$ cat config.mk
export PLATFORM = sky130hd
export DESIGN_NAME = spi_device_flat
export DESIGN_NICKNAME = d
export VERILOG_FILES = /design/src/rtl/spi_device_if.sv /design/src/rtl/spi_device.sv /design/src/flat_wrapper.sv
export SDC_FILE = /design/constraint.sdc
export NUM_CORES = 1
export LEC_CHECK = 0
export ABC_AREA = 1
export BUFFER_PORTS_ARGS = -buffer_cell sky130_fd_sc_hd__buf_2
export CELL_PAD_IN_SITES_DETAIL_PLACEMENT = 0
export CELL_PAD_IN_SITES_GLOBAL_PLACEMENT = 2
export CORE_MARGIN = 4
export CORE_UTILIZATION = 29
export CTS_BUF_LIST = sky130_fd_sc_hd__clkbuf_4
export CTS_CLUSTER_DIAMETER = 50
export DETAILED_ROUTE_END_ITERATION = 10
export PLACE_DENSITY_LB_ADDON = 0.1
export SETUP_SLACK_MARGIN = 0.05
export SYNTH_ARGS = -nofsm -noshare
export SYNTH_HDL_FRONTEND = slang
export SYNTH_SLANG_ARGS = --single-unit
$ cat constraint.sdc
create_clock -name clk -period 1.39 [get_ports clk]
set_clock_uncertainty 0.1 [all_clocks]
set_input_delay 0.2085 -clock clk [delete_from_list [all_inputs] [get_ports clk]]
set_output_delay 0.2085 -clock clk [all_outputs]
set_load 0.05 [all_outputs]
$ cat src/rtl/spi_device_if.sv
// spi_device <-> spi_flash byte bus.
// Strobes, received data and response bytes.
interface spi_device_if;
  logic [7:0] spi_rx_data;
  logic [2:0] spi_rx_bit;
  logic       spi_rx_bit_strobe;
  logic       spi_rx_strobe;
  logic       spi_rx_cmd;
  logic       spi_tx_strobe;
  logic [7:0] spi_tx_data;
  logic       spi_frame_error;

  modport slave (
    output spi_rx_data, spi_rx_bit,
    output spi_rx_bit_strobe, spi_rx_strobe,
    output spi_rx_cmd, spi_frame_error,
    input  spi_tx_strobe, spi_tx_data
  );

  modport master (
    input  spi_rx_data, spi_rx_bit,
    input  spi_rx_bit_strobe, spi_rx_strobe,
    input  spi_rx_cmd, spi_frame_error,
    output spi_tx_strobe, spi_tx_data
  );
endinterface

$ cat src/rtl/spi_device.sv
// SPI mode-0 slave front end for spi_flash.
// Pin sync, MOSI deserializer, MISO serializer.
module spi_device #(
  parameter int         SYNC_STAGES = 2,
  parameter logic [7:0] IDLE_TX     = 8'hFF
) (
  input  logic clk,
  input  logic reset,
  input  logic spi_clk,
  input  logic spi_cs,
  input  logic spi_mosi,
  output logic spi_miso,
  spi_device_if.slave bus
);

  logic [SYNC_STAGES-1:0] sclk_sync_q;
  logic [SYNC_STAGES-1:0] cs_sync_q;
  logic [SYNC_STAGES-1:0] mosi_sync_q;
  logic sclk_prev_q;
  logic cs_prev_q;

  logic sclk_s;
  logic cs_s;
  logic mosi_s;
  logic sclk_rise;
  logic sclk_fall;
  logic cs_rise;

  logic [7:0] rx_data_q;
  logic [2:0] rx_bit_q;
  logic       bit_stb_q;
  logic       rx_stb_q;
  logic       rx_cmd_q;
  logic       ferr_q;
  logic [2:0] cnt_q;
  logic       first_q;
  logic       armed_q;
  logic [7:0] hold_q;
  logic [7:0] tx_sh_q;
  logic       late_q;

  // Pin synchronizers plus previous-level flops for edge detect.
  // /CS chain resets low so a mid-frame reset stays disarmed
  // until /CS is genuinely seen high.
  always_ff @(posedge clk) begin
    if (reset) begin
      sclk_sync_q <= '0;
      cs_sync_q   <= '0;
      mosi_sync_q <= '0;
      sclk_prev_q <= 1'b0;
      cs_prev_q   <= 1'b0;
    end else begin
      sclk_sync_q <= {sclk_sync_q[SYNC_STAGES-2:0], spi_clk};
      cs_sync_q   <= {cs_sync_q[SYNC_STAGES-2:0], spi_cs};
      mosi_sync_q <= {mosi_sync_q[SYNC_STAGES-2:0], spi_mosi};
      sclk_prev_q <= sclk_s;
      cs_prev_q   <= cs_s;
    end
  end

  assign sclk_s    = sclk_sync_q[SYNC_STAGES-1];
  assign cs_s      = cs_sync_q[SYNC_STAGES-1];
  assign mosi_s    = mosi_sync_q[SYNC_STAGES-1];
  assign sclk_rise = sclk_s & ~sclk_prev_q;
  assign sclk_fall = ~sclk_s & sclk_prev_q;
  assign cs_rise   = cs_s & ~cs_prev_q;

  // Frame state: rx shift, bit counter, strobes, tx path.
  always_ff @(posedge clk) begin
    if (reset) begin
      rx_data_q <= 8'h00;
      rx_bit_q  <= 3'd0;
      bit_stb_q <= 1'b0;
      rx_stb_q  <= 1'b0;
      rx_cmd_q  <= 1'b0;
      ferr_q    <= 1'b0;
      cnt_q     <= 3'd0;
      first_q   <= 1'b1;
      armed_q   <= 1'b0;
      hold_q    <= IDLE_TX;
      tx_sh_q   <= 8'hFF;
      late_q    <= 1'b0;
    end else begin
      bit_stb_q <= 1'b0;
      rx_stb_q  <= 1'b0;
      rx_cmd_q  <= 1'b0;
      ferr_q    <= 1'b0;
      if (cs_s) begin
        armed_q <= 1'b1;
        cnt_q   <= 3'd0;
        first_q <= 1'b1;
        hold_q  <= IDLE_TX;
        late_q  <= 1'b0;
        if (cs_rise && cnt_q != 3'd0)
          ferr_q <= 1'b1;
      end else if (armed_q) begin
        if (sclk_rise) begin
          rx_data_q <= {rx_data_q[6:0], mosi_s};
          rx_bit_q  <= cnt_q;
          bit_stb_q <= 1'b1;
          cnt_q     <= cnt_q + 3'd1;
          late_q    <= 1'b0;
          if (cnt_q == 3'd7) begin
            rx_stb_q <= 1'b1;
            rx_cmd_q <= first_q;
            first_q  <= 1'b0;
          end
        end
        if (sclk_fall && cnt_q == 3'd0) begin
          tx_sh_q <= bus.spi_tx_strobe ? bus.spi_tx_data : hold_q;
          hold_q  <= IDLE_TX;
          late_q  <= 1'b1;
        end else begin
          if (sclk_fall)
            tx_sh_q <= {tx_sh_q[6:0], 1'b1};
          if (bus.spi_tx_strobe) begin
            if (late_q) begin
              tx_sh_q <= bus.spi_tx_data;
              hold_q  <= IDLE_TX;
            end else begin
              hold_q  <= bus.spi_tx_data;
            end
          end
        end
      end
    end
  end

  assign spi_miso              = tx_sh_q[7];
  assign bus.spi_rx_data       = rx_data_q;
  assign bus.spi_rx_bit        = rx_bit_q;
  assign bus.spi_rx_bit_strobe = bit_stb_q;
  assign bus.spi_rx_strobe     = rx_stb_q;
  assign bus.spi_rx_cmd        = rx_cmd_q;
  assign bus.spi_frame_error   = ferr_q;

endmodule

$ cat src/flat_wrapper.sv
// flat-port wrapper written by rule: the top's interface ports become plain ports
module spi_device_flat 
#(
  parameter int         SYNC_STAGES = 2,
  parameter logic [7:0] IDLE_TX     = 8'hFF
)
  (clk, reset, spi_clk, spi_cs, spi_mosi, spi_miso, bus_spi_rx_data, bus_spi_rx_bit, bus_spi_rx_bit_strobe, bus_spi_rx_strobe, bus_spi_rx_cmd, bus_spi_frame_error, bus_spi_tx_strobe, bus_spi_tx_data);
  spi_device_if bus_i ();
  input  logic clk;
  input  logic reset;
  input  logic spi_clk;
  input  logic spi_cs;
  input  logic spi_mosi;
  output logic spi_miso;
  output wire logic [$bits(bus_i.spi_rx_data)-1:0] bus_spi_rx_data;
  output wire logic [$bits(bus_i.spi_rx_bit)-1:0] bus_spi_rx_bit;
  output wire logic [$bits(bus_i.spi_rx_bit_strobe)-1:0] bus_spi_rx_bit_strobe;
  output wire logic [$bits(bus_i.spi_rx_strobe)-1:0] bus_spi_rx_strobe;
  output wire logic [$bits(bus_i.spi_rx_cmd)-1:0] bus_spi_rx_cmd;
  output wire logic [$bits(bus_i.spi_frame_error)-1:0] bus_spi_frame_error;
  input wire logic [$bits(bus_i.spi_tx_strobe)-1:0] bus_spi_tx_strobe;
  input wire logic [$bits(bus_i.spi_tx_data)-1:0] bus_spi_tx_data;
  assign bus_spi_rx_data = bus_i.spi_rx_data;
  assign bus_spi_rx_bit = bus_i.spi_rx_bit;
  assign bus_spi_rx_bit_strobe = bus_i.spi_rx_bit_strobe;
  assign bus_spi_rx_strobe = bus_i.spi_rx_strobe;
  assign bus_spi_rx_cmd = bus_i.spi_rx_cmd;
  assign bus_spi_frame_error = bus_i.spi_frame_error;
  assign bus_i.spi_tx_strobe = bus_spi_tx_strobe;
  assign bus_i.spi_tx_data = bus_spi_tx_data;
  spi_device #(.SYNC_STAGES(SYNC_STAGES), .IDLE_TX(IDLE_TX)) u_core (.clk(clk), .reset(reset), .spi_clk(spi_clk), .spi_cs(spi_cs), .spi_mosi(spi_mosi), .spi_miso(spi_miso), .bus(bus_i));
endmodule
==> impl_metrics.yaml <==
die:
  rows: 29
  start_util: 0.306
  fp.dieH_um: 90.7
  io_pins: 30
  fp.dieArea_um2: 8230
  fp.dieW_um: 90.7
  core_area_um2: 6490
pwr:
  power_frac_seq: 0.595
  swShare: 0.275
  combPwrFrac: 0.121
  power_density_nw_per_um2: 884
  cellLeakagePower_nw: 1.29
  p_sw_uw: 623
  power.internal_mw: 1.64
  finalPower_mw: 2.26
  pwr-share-clk: 0.284
  irDropWorstVdd_mv: 0.388
worst_setup_path:
  crit_path_start: "u_core.cnt_q[0]"
  crit_fanout: 8
  cpMostUsedCell: "nand2_1"
  cp_slowest_cell: "dfxtp_2"
  r2r-start: "u_core.cnt_q[0]"
  endpoint_kind: "flip-flop"
  start_kind: "flip-flop"
  required_ns: 1.53
  r2r_setup_slack_ns: -0.01
  max_stage_delay_ns: 0.36
  path_cells: "inv_2 -> ha_4 -> nand2_4 -> nor2_8 -> buf_6 -> nor2_4 -> nand2_1 -> nand2_1 -> nand3_1"
  worstPathArrival_ns: 1.55
  crit_type: "reg2reg"
  path_buf_inv: 2
  cpLargestDelayFamily: "simple AND/OR/NAND/NOR gates"
clock_tree:
  cts_tree: "yes"
  cts_max_level: 2
  clk_path_buf_depth: 2
  insertion_delay_ns: 0.35
  cts_root_buf: "clkbuf_4"
  clkTransAtPathRegs_ns: 0.14
  numCtsBuffers: 5
  clock_sinks: 45
layout:
  diodes: 0
  area_delta_synth_final_pct: 29.0
  finalNetCount: 350
  final_cell_mix: "67 x nand2_1, 40 x dfxtp_1, 38 x nor2_1, 27 x nand3_1"
  layout_commonest_cell: "nand2_1"
  drive_gt1_frac: 0.260
routing:
  dr.pass1.iters: 4
  vias: 1793
  vias_per_cell: 4.36
  drc_errors: 0
  antenna_left: 0
  wl_mm: 4.90
  wl_per_cell_um: 11.9
  drt-initial-drc-count: 88
timing:
  slew_viol_final: 0
  setup_viol: 10
  timing.final.crit_share: 1.01
  max_freq_mhz: 712
  finalCriticalPeriod_ns: 1.40
  postLayoutSetupSlackWorst_ns: -0.0139
  rsz0062_at_grt: "true"
  fin_worst_hold_slack_ns: 0.0531
  tightest_slew_ns: 0.383
  slew_headroom: 0.742
  final_hold_viol_count: 0
global_routing:
  grt-ovfl-total: 0
  grt_pass1_wl_mm: 8.76
  grt_pass1_vias: 1810
  grtUsageTotal: 0.129
  grt_max_degree: 17
  antenna_found_initial: 0
worst_hold_path:
  hold_start: "reset"
  hp-class: "in2reg"
synth:
  synthCells: 279
  synth_fp_nets: 296
  synth_area_um2: 1990
  syn_avg_cell_area_um2: 7.12
  synth-seq-cells: 45
  yosys_warnings: 0
  ys_seq_area_frac: 0.454
  synth_cell_types: 24
status:
  violations: "setup timing"
  status: "finished with violations"
run:
  drv_cap: 0
placed_design:
  routabilityCongestion: 0.732
  dp_slack_ns: -0.0583
  hpwl_mm: 3.60
  portBuffers: 29
## layout make-up
type	count	area (um2)
multi-input combinational	195	972
clock inverter	3	21.3
tap	77	96.3
clock buffer	5	37.5
sequential	45	907
inverter	30	113
fill	708	3930
timing repair buffer	56	414
## power groups by stage
stage | clock network [mW] | logic [mW] | registers, mW
CTS | 0.694 | 0.270 | 1.35
finish | 0.642 | 0.274 | 1.35
floorplan | 0 | 0.155 | 1.38
global placement | 0 | 0.249 | 1.37
detailed placement | 0 | 0.248 | 1.37
global route | 0.750 | 0.314 | 1.35
## cells by family after synthesis
group	count (synthesis)	share of synthesized area
AOI/OAI and AO/OA	42	0.112
adders and majority gates	3	0.0189
buffers and inverters	39	0.0876
DFF	45	0.454
and+or+nand+nor	150	0.328
## worst paths after layout
kind                            cells after the start                          to
worst min-delay path                                3              u_core.first_q
worst max-delay path                                9            u_core.hold_q[7]
worst max register to register                      9            u_core.hold_q[7]
worst min register to register                      1  u_core.bus.spi_frame_error
## cells in the mapped netlist
master	n	area share
o211ai_1	2	0.0076
o21a_1	2	0.0076
buf_4	1	0.0038
buf_2	1	0.0025
nor2_8	1	0.010
nand2_4	2	0.011
a21oi_1	16	0.040
nor4_1	1	0.0032
inv_2	1	0.0019
buf_1	1	0.0019
dfxtp_1	45	0.45
nor2_1	40	0.076
inv_1	29	0.055
clkbuf_1	3	0.0057
nand2_2	2	0.0063
o21ai_0	21	0.053
nand3_1	30	0.076
ha_1	3	0.019
buf_6	3	0.017
nand2_1	71	0.13
nor3_1	1	0.0025
nor2_2	1	0.0032
a211oi_1	1	0.0038
nor2_4	1	0.0057
## through the flow
step                      utilization  instances  instance area (um2)  setup TNS, ns
final                           0.394        411                 2560        -0.0867
after CTS                       0.386        410                 2510         -0.440
after detailed placement        0.356        393                 2310         -0.445
after global routing            0.394        411                 2560          -1.14
after floorplan                     -        279                 1990              0
after global placement          0.356        393                 2310         -0.220
## worst min-delay path: cells and delay by family
family / cells / cell delay, ns
compound gates: 1 / 0.06
buf+inv: 1 / 0.13
simple gates: 1 / 0.08
## what timing repair did
action,CTS,global route
endpoints found under the setup margin,21,34
gates resized for setup,17,21
hold buffers,4,0
buffers inserted,5,1
hold endpoints to repair,4,0
pin swaps,9,9
## registers in the layout (all words and copies together), names as in the netlist
register                      count
u_core.armed_q                    1
u_core.bus.spi_frame_error        1
u_core.bus.spi_rx_bit             3
u_core.bus.spi_rx_bit_strobe      1
u_core.bus.spi_rx_cmd             1
u_core.bus.spi_rx_data            8
u_core.bus.spi_rx_strobe          1
u_core.cnt_q                      3
u_core.cs_prev_q                  1
u_core.cs_sync_q                  2
u_core.first_q                    1
u_core.hold_q                     8
u_core.late_q                     1
u_core.mosi_sync_q                2
u_core.sclk_prev_q                1
u_core.sclk_sync_q                2
u_core.tx_sh_q                    8
## per-layer routing
layer,up-vias,GRT usage,part of all wire
met4,0,0.0383,0.0092
li1,992,-,-
met5,-,0,0
met1,772,0.193,0.53
met2,25,0.181,0.42
met3,4,0.0308,0.038
Power figures use the tool's default switching activity.
